<file path="src/rtl/aes_pipe_sched.sv">
// Two-requester scheduler feeding a fixed-latency delay train, with valid/tag tracking,
// credit-limited output FIFO. Define AES_SCHED_STRICT_PRIO_EN for fixed priority (req0 wins).
module aes_pipe_sched #(
  parameter int LATENCY     = 3,
  parameter int WINDOW_SIZE = 16,
  parameter int FIFO_DEPTH  = 4
) (
  input  logic                           clk,
  input  logic                           reset,
  input  logic                           req0_valid,
  input  logic                           req1_valid,
  input  logic [WINDOW_SIZE-1:0]         req0_data,
  input  logic [WINDOW_SIZE-1:0]         req1_data,
  output logic                           req0_ready,
  output logic                           req1_ready,
  output logic [WINDOW_SIZE-1:0]         pipe_in_data,
  input  logic [WINDOW_SIZE-1:0]         pipe_out_data,
  output logic                           out_valid,
  output logic [WINDOW_SIZE-1:0]         out_data,
  output logic                           out_tag,
  input  logic                           out_ready,
  output logic [$clog2(LATENCY+1)-1:0]   inflight
);

  localparam int CW = $clog2(FIFO_DEPTH + 1);
  localparam int PW = (FIFO_DEPTH > 1) ? $clog2(FIFO_DEPTH) : 1;

  logic [LATENCY-1:0]     vld;
  logic [LATENCY-1:0]     tag;
  logic [WINDOW_SIZE-1:0] mem [FIFO_DEPTH];
  logic [FIFO_DEPTH-1:0]  mem_tag;
  logic [PW-1:0]          wr_ptr;
  logic [PW-1:0]          rd_ptr;
  logic [CW-1:0]          fifo_count;
  logic [31:0]            occ;
  logic                   credit_ok;
  logic                   grant0;
  logic                   grant1;
  logic                   fire0;
  logic                   fire1;
  logic                   issue;
  logic                   retire;
  logic                   pop;

  function automatic logic [PW-1:0] ptr_next(input logic [PW-1:0] p);
    return (p == PW'(FIFO_DEPTH - 1)) ? '0 : p + PW'(1);
  endfunction

  // Credit uses registered counts only, so a pop frees a slot one cycle later
  // and out_ready never reaches the request side combinationally.
  assign occ       = 32'(fifo_count) + 32'(inflight);
  assign credit_ok = !reset && (occ < 32'(FIFO_DEPTH));

`ifdef AES_SCHED_STRICT_PRIO_EN
  assign grant0 = req0_valid;
  assign grant1 = req1_valid & ~req0_valid;
`else
  logic last_grant;

  assign grant0 = req0_valid & (~req1_valid | last_grant);
  assign grant1 = req1_valid & (~req0_valid | ~last_grant);

  always_ff @(posedge clk or posedge reset) begin
    if (reset)      last_grant <= 1'b1;
    else if (issue) last_grant <= fire1;
  end
`endif

  assign req0_ready = credit_ok & grant0;
  assign req1_ready = credit_ok & grant1;
  assign fire0      = req0_ready & req0_valid;
  assign fire1      = req1_ready & req1_valid;
  assign issue      = fire0 | fire1;

  always_comb begin
    pipe_in_data = '0;
    if (fire0)      pipe_in_data = req0_data;
    else if (fire1) pipe_in_data = req1_data;
  end

  assign retire    = vld[LATENCY-1];
  assign out_valid = (fifo_count != '0);
  assign pop       = out_valid & out_ready;
  assign out_data  = out_valid ? mem[rd_ptr] : '0;
  assign out_tag   = out_valid & mem_tag[rd_ptr];

  always_ff @(posedge clk or posedge reset) begin
    if (reset) begin
      vld <= '0;
      tag <= '0;
    end else begin
      vld[0] <= issue;
      tag[0] <= fire1;
      for (int unsigned i = 1; i < LATENCY; i++) begin
        vld[i] <= vld[i-1];
        tag[i] <= tag[i-1];
      end
    end
  end

  // Storage is left unreset; out_data/out_tag are masked while the FIFO is empty.
  always_ff @(posedge clk) begin
    if (retire) begin
      mem[wr_ptr]     <= pipe_out_data;
      mem_tag[wr_ptr] <= tag[LATENCY-1];
    end
  end

  always_ff @(posedge clk or posedge reset) begin
    if (reset) begin
      wr_ptr     <= '0;
      rd_ptr     <= '0;
      fifo_count <= '0;
      inflight   <= '0;
    end else begin
      if (retire) wr_ptr <= ptr_next(wr_ptr);
      if (pop)    rd_ptr <= ptr_next(rd_ptr);
      case ({retire, pop})
        2'b10:   fifo_count <= fifo_count + CW'(1);
        2'b01:   fifo_count <= fifo_count - CW'(1);
        default: fifo_count <= fifo_count;
      endcase
      case ({issue, retire})
        2'b10:   inflight <= inflight + 1'b1;
        2'b01:   inflight <= inflight - 1'b1;
        default: inflight <= inflight;
      endcase
    end
  end

endmodule

</file>
<file path="config.mk">
export PLATFORM = sky130hd
export DESIGN_NAME = aes_pipe_sched
export DESIGN_NICKNAME = d
export VERILOG_FILES = /design/src/rtl/aes_pipe_sched.sv
export SDC_FILE = /design/constraint.sdc
export NUM_CORES = 1
export LEC_CHECK = 0
export ABC_CLOCK_PERIOD_IN_PS = 3000
export BUFFER_PORTS_ARGS = -buffer_cell sky130_fd_sc_hd__buf_4
export CAP_MARGIN = 20
export CORE_MARGIN = 2
export CORE_UTILIZATION = 53
export CTS_CLUSTER_DIAMETER = 50
export DETAILED_ROUTE_END_ITERATION = 16
export PLACE_DENSITY = 0.8
export RECOVER_POWER = 100
export SYNTH_ARGS = -nofsm -noshare
export SYNTH_HDL_FRONTEND = slang
export SYNTH_SLANG_ARGS = --single-unit
</file>
<file path="constraint.sdc">
create_clock -name clk -period 3 [get_ports clk]
set_clock_uncertainty 0.15 [all_clocks]
set_input_delay 0.6 -clock clk [delete_from_list [all_inputs] [get_ports clk]]
set_output_delay 0.6 -clock clk [all_outputs]
set_load 0.005 [all_outputs]
</file>
## Word-level counts from Yosys, hierarchy flattened

Memories as Yosys holds them, arrays and structs flattened.
Index checks and enable logic that the tools add are counted.

| operators by class | value |
|---|---|
| $add $sub $neg | 7 |
| mux-type cells | 14 |
| bitwise logic cells | 14 |
| div/mod/pow operators | 0 |
| reductions and logical operators | 6 |
| $mul | 0 |
| $lt $le $gt $ge | 4 |
| equal/unequal tests | 6 |
| shift-type cells | 0 |

Operators by type and width:

| cell | count |
|---|---|
| $mux W16 | 3 |
| $and A1 B1 Y1 | 8 |
| $eq A2 B2 Y1 const B | 4 |
| $add A2 B1 Y2 const B | 3 |
| $lt A2 B3 Y1 const B | 2 |
| $pmux W3 S2 | 1 |
| $add A3 B2 Y4 | 1 |
| $bwmux W4 | 1 |
| $eq A2 B1 Y1 const B | 2 |
| $lt A4 B3 Y1 const B | 1 |
| $mux W1 | 4 |
| $mux W2 | 2 |
| $pmux W2 S2 | 1 |
| $reduce_bool A2 Y1 | 2 |
| $add A3 B1 Y3 const B | 1 |
| $not A1 Y1 | 3 |
| $or A1 B1 Y1 | 3 |
| $reduce_bool A3 Y1 | 1 |
| $sub A3 B1 Y3 const B | 1 |
| $bmux W1 S2 | 1 |
| $demux W1 S2 | 1 |
| $ge A2 B1 Y1 const B | 1 |
| $logic_and A1 B1 Y1 | 2 |
| $sub A2 B1 Y2 const B | 1 |
| $logic_not A1 Y1 | 1 |

| word-level totals | value |
|---|---|
| bits in latches | 0 |
| memory bits (writable) | 64 |
| flip-flop bits (word level) | 20 |
| memory bits (read-only) | 0 |
| output and inout port bits | 38 |
| memories kept | 1 |

Memory list:

| name | words | width | read ports | clocked after memory_dff | wr ports | RTL line | text |
|---|---|---|---|---|---|---|---|
| mem | 4 | 16 | 1 | 0 | 1 | 30 | `logic [WINDOW_SIZE-1:0] mem [FIFO_DEPTH];` |

## Longest topological paths before layout

Gate-level depths: netlist of run 1.

| logic depth | value |
|---|---|
| depth in word-level cells | 8 |
| mapped depth | 9 |

## Worst setup path after synthesis of run 1

OpenSTA, ideal clock, no wires.

| path | value |
|---|---|
| path kind | flip-flop to flip-flop |
| from | reg inflight[1] |
| to | reg inflight[1] |
| cell stages (with the launch flop) | 8 |
| setup slack | 0.634 ns |
| data required time | 2.771 ns |
| arrival time | 2.137 ns |
| cell sequence | dfrtp_1 -> ha_1 -> and3_1 -> or4_1 -> or2_2 -> ha_1 -> nor2_1 -> xor2_1 |

| between the ends | value |
|---|---|
| cells in the longest elaborated chain, start to end | 8 |
| elaborated cells on any way between the ends | 14 |

RTL lines:

| what | RTL line | text |
|---|---|---|
| start: declaration | 22 | `output logic [$clog2(LATENCY+1)-1:0] inflight` |
| start signal: assignment | 124 | `2'b10: inflight <= inflight + 1'b1;` |
| start signal: assignment | 125 | `2'b01: inflight <= inflight - 1'b1;` |
| start signal: assignment | 126 | `default: inflight <= inflight;` |
| $add A3 B2 Y4 | 51 | `assign occ = 32'(fifo_count) + 32'(inflight);` |
| $lt A4 B3 Y1 | 52 | `assign credit_ok = !reset && (occ < 32'(FIFO_DEPTH));` |
| $logic_and A1 B1 Y1 | 52 |  |
| $and A1 B1 Y1 (on tied branches) | 69, 70 |  |
| $and A1 B1 Y1 (on tied branches) | 71, 72 |  |
| $or A1 B1 Y1 | 73 | `assign issue = fire0 \| fire1;` |
| $eq A2 B1 Y1 / $eq A2 B2 Y1 (equally long branches) | 123 | `case ({issue, retire})` |
| $pmux W2 S2 / $reduce_bool A2 Y1 (equally long branches) | n/a |  |

Parallel ways exist; a longest one is shown, timed or not.
A chain may end at the register's enable or synchronous reset.

## Worst setup path after layout of run 1

| path | value |
|---|---|
| from | reg inflight[1] |
| to | out pipe_in_data[0] |

| between the ends | value |
|---|---|
| cells in the longest elaborated chain, start to end | 7 |
| elaborated cells on any way between the ends | 9 |

RTL lines:

| what | RTL line | text |
|---|---|---|
| $add A3 B2 Y4 * | 51 |  |
| $lt A4 B3 Y1 * | 52 |  |
| $logic_and A1 B1 Y1 * | 52 |  |
| $and A1 B1 Y1 | 70 | `assign req1_ready = credit_ok & grant1;` |
| $and A1 B1 Y1 | 72 | `assign fire1 = req1_ready & req1_valid;` |
| $mux W16 | 78 | `else if (fire1) pipe_in_data = req1_data;` |
| $mux W16 * | 77 | `if (fire0) pipe_in_data = req0_data;` |
| end: declaration | 16 | `output logic [WINDOW_SIZE-1:0] pipe_in_data,` |

Mark *: on every way between the ends. The rest lies on a longest branch, timed or not.

==> results_dict.tcl, run 1 <==
set metrics [dict create \
    synth_top_area_share_pct 56.2 \
    synth_area_mm2 0.00363 \
    clk_path_buf_depth 2 \
    hold_class "input pin to async pin" \
    yosys-top-cells-area "edfxtp_1 56%, mux4_2 11%, dfrtp_1 10%, and2_1 3.6%, ha_1 2.8%" \
    yosys_register_bits 84 \
    p_leak_nw 1.70 \
    path_clk_slew_ns 0.07 \
    postCtsSetupBuffers 0 \
    core_area_mm2 0.00672 \
    grt_overflow_total 0 \
    diodes 0 \
    synth_fp_nets 293 \
    grt_busiest_layer "met2" \
    ys.flop_type "edfxtp_1" \
    die_w_um 86.8 \
    cts-buffers-inserted 9 \
    synth.largest_area_cell "edfxtp_1" \
    fp.dieArea_mm2 0.00753 \
    post-route-min-period_ns 2.87 \
    grt_pass1_vias 2168 \
    vias_per_cell 5.33 \
    nets 387 \
    clk_latency_ns 0.33 \
    drc 0 \
    grt_use_met1_pct 23.4 \
    chipHeight_um 86.8 \
    synth-edff-count 68 \
    wl_per_cell_um 15.8 \
    setup_violations 0 \
    setup-tns-final_ns 0 \
    cts_sinks 84 \
    seq_area_frac_synth_pct 67.3 \
    worst_slew_pin_slew_ns 1.28 \
    synth_common_cells "68 x edfxtp_1, 21 x and2_1, 17 x mux4_2, 17 x nand2_1" \
    swShare_pct 28.2 \
    fin_crit_sh_pct 95.7 \
    drt_pre_antenna_iters 4 \
    vias 2176 \
    power_switching_w 0.00105 \
    syn_avg_cell_area_um2 15.7 \
    drv_cap 0 \
    rsz0062_at_grt "no" \
    synthesis.instances 231 \
    fin_cells 408 \
    crit_required_ns 2.25 \
    drt_iter0_drc 93 \
    ys_warn_count 0 \
    h-tree-depth 3 \
    initial_core_util_pct 54.0 \
    grt_pass1_wl_um 10400 \
    p_int_w 0.00267 \
    tritoncts "done" \
    critPathCaptureType "primary output" \
    max-vdd-ir-drop_mv 0.370 \
    slew_headroom_pct 14.4 \
    power.share.sequential_pct 43.1 \
    dp_hpwl_um 4520 \
    drive_gt1_share_pct 33.5 \
    criticalPathCategory "flop to primary output" \
    synth_cell_types 32 \
    cts-root-buf "clkbuf_8" \
    rows 30 \
    io_pins 91 \
    track_usage_pct 18.6 \
    drv_slew 0 \
    gp_congestion 0.737 \
    clkPwrFrac_pct 21.5 \
    antenna_left 0 \
    synthToLayoutAreaGrowth_pct 23.7 \
    antenna_found_initial 0 \
    finalHoldViolCount 0 \
    worstPathMaxFanout 21 \
    synth_most_common_cell "edfxtp_1" \
    port_buffers 90 \
    arrival_ns 2.12 \
    grtUsageMet2_pct 31.2 \
    power.density_mw_per_mm2 829 \
    combPwrFrac_pct 35.3 \
    fmax_ghz 0.348 \
    postSynth.asyncResetShare_pct 19.0 \
    status "finished, final reports clean" \
    grt_max_degree 22 \
    dp.cells 394 \
    routed_wl_um 6450 \
    use_met3_pct 5.43 \
    startpoint_type "flop" \
]
==> worst paths after layout <==
check | startpoint | endpoint | slack (ns) | cells past startpoint
setup / recovery | inflight[1]$_DFFE_PP0P_ | pipe_in_data[0] | 0.13 | 6
hold / removal | reset | tag[0]$_DFF_PP0_ | 0.19 | 2
setup reg to reg | inflight[1]$_DFFE_PP0P_ | inflight[1]$_DFFE_PP0P_ | 0.38 | 8
hold reg to reg | tag[1]$_DFF_PP0_ | tag[2]$_DFF_PP0_ | 0.20 | 0
max in group asynchronous | reset | wr_ptr[0]$_DFFE_PP0P_ | 2.13 | 2
min in group clk | tag[1]$_DFF_PP0_ | tag[2]$_DFF_PP0_ | 0.20 | 0
==> cell families after synthesis <==
kind of cell	synth area share [%]
xor gates and xnor gates	1.45
adders and majority gates	3.31
AOI/OAI and AO/OA	3.34
muxes	11.6
DFF	67.3
and+or+nand+nor	10.0
buffers and inverters	2.93
==> power by group through the flow <==
stage / registers [W] / clock network, W / logic, W
5_1_grt: 0.00163 / 0.000878 / 0.00146
4_1_cts: 0.00161 / 0.000826 / 0.00140
3_5_place_dp: 0.00163 / 0 / 0.00140
6_report: 0.00161 / 0.000802 / 0.00132
3_3_place_gp: 0.00162 / 0 / 0.00136
2_1_floorplan: 0.00155 / 0 / 0.000910
==> final cells by class <==
type / count / area [um2]
timing repair buffer: 96 / 649
clock buffer: 11 / 131
clock inverter: 3 / 63.8
multi-input combinational: 127 / 1080
inverter: 7 / 26.3
fill: 474 / 2230
tap: 80 / 100
sequential: 84 / 2440
==> layer usage <==
metal	part of all wire (%)	up-vias
li1	-	1044
met1	42	1025
met2	51	101
met3	6.4	6
met4	1.1	0
met5	0	-
==> registers in the layout, summed over array words and instances (netlist names) <==
| signal | count |
|---|---|
| mem | 64 |
| mem_tag | 4 |
| fifo_count | 3 |
| tag | 3 |
| vld | 3 |
| inflight | 2 |
| rd_ptr | 2 |
| wr_ptr | 2 |
| last_grant | 1 |
==> critical path: stages, from the launching register on <==
cell,delay (ns)
dfrtp_1,0.42
ha_1,0.29
and3_1,0.20
or4_1,0.42
buf_6,0.19
a21oi_2,0.13
clkbuf_4,0.15
==> layout by cell type, fill, tap and decap left out <==
cell type,instances
a21bo_2,1
a21boi_2,1
a21oi_1,15
a21oi_2,1
and2_0,11
and2_1,11
and3_1,1
buf_4,48
buf_6,1
bufinv_16,2
clkbuf_1,22
clkbuf_4,27
clkbuf_8,9
clkinv_1,1
dfrtp_1,15
dfstp_2,1
edfxtp_1,68
fa_1,1
ha_1,8
inv_1,7
mux2_1,1
mux2_4,1
mux2i_1,1
mux4_2,17
nand2_1,17
nand2b_1,1
nand3_1,16
nor2_1,7
nor3_1,1
o21ai_0,4
or2_2,1
or3_1,2
or4_1,1
or4b_1,1
xnor2_1,3
xor2_1,3
==> stage by stage <==
| step | hold slack, ns | setup slack, ns | cell area, um2 | power, W | utilization [%] |
|---|---|---|---|---|---|
| after floorplan | 0.181 | 0.634 | 3630 | 0.00246 | - |
| after global placement | 0.183 | 0.408 | 4370 | 0.00298 | 65.1 |
| after detailed placement | 0.185 | 0.349 | 4370 | 0.00303 | 65.1 |
| after CTS | 0.188 | 0.0319 | 4570 | 0.00383 | 68.0 |
| after global routing | 0.215 | 0.00675 | 4490 | 0.00396 | 66.9 |
| final | 0.186 | 0.130 | 4490 | 0.00373 | 66.9 |
==> timing repair <==
item / CTS / global route
hold endpoints to repair: 0 / 0
gates resized for setup: 0 / 2
hold buffers: 0 / 0
endpoints found under the setup margin: 0 / 5
(Power assumes the default switching activity.)
==> run 2: changes to the inputs <==
--- a/config.mk
+++ b/config.mk
@@ -8,10 +8,10 @@
 export ABC_CLOCK_PERIOD_IN_PS = 3000
 export BUFFER_PORTS_ARGS = -buffer_cell sky130_fd_sc_hd__buf_4
 export CAP_MARGIN = 20
-export CORE_MARGIN = 2
 export CORE_UTILIZATION = 53
 export CTS_CLUSTER_DIAMETER = 50
 export DETAILED_ROUTE_END_ITERATION = 16
+export MAX_ROUTING_LAYER = met4
 export PLACE_DENSITY = 0.8
 export RECOVER_POWER = 100
 export SYNTH_ARGS = -nofsm -noshare
==> run 2 against run 1 <==
  * The flow now finishes with violations (DRC)
  * First-iteration DRC count is 51% higher
  * Critical path type unchanged
  * Critical path depth stayed put
  * Design area is 0.81% higher
  * Sequential share of layout area is 0.44 points lower
  * Sequential power hardly changed
  * Largest cell class unchanged
  * Power is 2.4% higher
==> results_dict.tcl, run 2 (same netlist as run 1, synthesis figures left out) <==
set metrics [dict create \
    setup-tns-final_ns 0 \
    status "complete, but fails checks" \
    antenna_found_initial 0 \
    rr_endpoint "inflight[1]$_DFFE_PP0P_" \
    dp.cells 393 \
    p_leak_nw 1.74 \
    largestRegisters "mem (64), mem_tag (4)" \
    drc 5 \
    crit_required_ns 2.25 \
    p_total_w 0.00382 \
    regMostFlops "mem" \
    tritoncts "done" \
    drt_pre_antenna_iters 11 \
    largest_register_ffs 64 \
    cts-buffers-inserted 9 \
    drv_cap 0 \
    die_w_um 84.8 \
    diodes 0 \
    fp.dieArea_mm2 0.00719 \
    finalHoldViolCount 0 \
    antenna_left 0 \
    grt_overflow_total 0 \
    rows 29 \
    final_cell_mix "78 x buf_4, 68 x edfxtp_1, 19 x and2_1, 19 x clkbuf_1" \
    gp_congestion 0.812 \
    ctsHoldBuffers 0 \
    reg2reg_from "inflight[1]$_DFFE_PP0P_" \
    h-tree-depth 3 \
    routed_wl_um 6810 \
    fin_crit_sh_pct 96.1 \
    rsz0062_at_grt "no" \
    io_pins 91 \
    vias 2221 \
    nFillCells 446 \
    fmax_ghz 0.347 \
    grt_max_degree 21 \
    worst_slew_pin_slew_ns 1.06 \
    wl_per_cell_um 16.6 \
    dp_hpwl_um 4690 \
    slew_headroom_pct 29.5 \
    grt_use_met1_pct 25.6 \
    path_clk_slew_ns 0.09 \
    synthToLayoutAreaGrowth_pct 24.7 \
    initial_core_util_pct 55.9 \
    r2r_slack_ns 0.33 \
    startpoint_type "flop" \
    drive_gt1_share_pct 36.6 \
    drt_iter0_drc 140 \
    hold_class "input pin to async pin" \
    grt_pass1_wl_um 10800 \
    grtUsageMet2_pct 35.3 \
    post-route-min-period_ns 2.88 \
    clk_latency_ns 0.35 \
    core_area_mm2 0.00649 \
    cts_sinks 84 \
    worstPathMaxFanout 8 \
    arrival_ns 2.13 \
    vias_per_cell 5.42 \
    drv_slew 0 \
    setup_violations 0 \
    grt_pass1_vias 2208 \
    critPathCaptureType "primary output" \
    nets 390 \
    clk_path_buf_depth 2 \
    fin_cells 410 \
    use_met3_pct 3.93 \
    chipHeight_um 84.8 \
    reg2reg_depth 8 \
    cts-root-buf "clkbuf_8" \
    utilization_pct 69.7 \
    max-vdd-ir-drop_mv 0.426 \
    track_usage_pct 21.1 \
    power.density_mw_per_mm2 842 \
    grt_busiest_layer "met2" \
    violations "DRC" \
    port_buffers 90 \
    final_common_cell "buf_4" \
    criticalPathCategory "flop to primary output" \
]
==> run 2: changes by cell type in the layout (fill, tap and decap cells not counted), moves of 2 or more <==
cell	change
and2_0	-9
clkbuf_1	-3
clkinvlp_4	+3
and2_1	+8
inv_6	+2
buf_4	+30
clkbuf_4	-26
==> run 2: worst max path at each step <==
stage / from / endpoint
2_1_floorplan: inflight[1]$_DFFE_PP0P_ / inflight[1]$_DFFE_PP0P_
6_report: inflight[1]$_DFFE_PP0P_ / pipe_in_data[11]
5_1_grt: inflight[1]$_DFFE_PP0P_ / pipe_in_data[0]
3_3_place_gp: inflight[1]$_DFFE_PP0P_ / inflight[1]$_DFFE_PP0P_
3_5_place_dp: inflight[1]$_DFFE_PP0P_ / inflight[1]$_DFFE_PP0P_
4_1_cts: inflight[1]$_DFFE_PP0P_ / pipe_in_data[1]
==> run 2: timing repair <==
action | in CTS | in global routing
setup buffers | 0 | 1
gates resized for setup | 0 | 3
endpoints found under the setup margin | 0 | 12
==> run 2: layer usage <==
metal  vias up  share of wire [%]
met5         -                  0
met4         0               0.70
met3         3                6.6
met2        91                 52
met1      1078                 41
li1       1049                  -
==> run 2: area by class of cell <==
class | count | area [um2] | area share [%]
tap | 77 | 96.3 | 2.13
inverter | 7 | 26.3 | 0.580
timing repair buffer | 99 | 676 | 14.9
sequential | 84 | 2440 | 54.0
clock buffer | 9 | 124 | 2.73
clock inverter | 7 | 75.1 | 1.66
multi-input combinational | 127 | 1090 | 24.0
==> run 2: power breakdown <==
| part | internal [W] | total (W) | switching (W) | leakage (nW) |
|---|---|---|---|---|
| registers | 0.00146 | 0.00161 | 0.000153 | 0.814 |
| clock network | 0.000389 | 0.000793 | 0.000405 | 0.0923 |
| logic | 0.000820 | 0.00141 | 0.000591 | 0.835 |
==> run 2: critical path: stages (launching register included) <==
cell and delay [ns]:
dfrtp_1 0.42, ha_1 0.29, and3_1 0.21, or4_4 0.43, buf_4 0.18, a21oi_1 0.12, buf_4 0.13
==> run 2: metrics by stage <==
step	area (um2)	setup WS, ns	hold slack [ns]
after floorplan	3630	0.634	0.181
after global placement	4380	0.428	0.184
after detailed placement	4380	0.358	0.186
after CTS	4580	0.0530	0.190
after global routing	4530	0.00258	0.210
final	4530	0.117	0.188
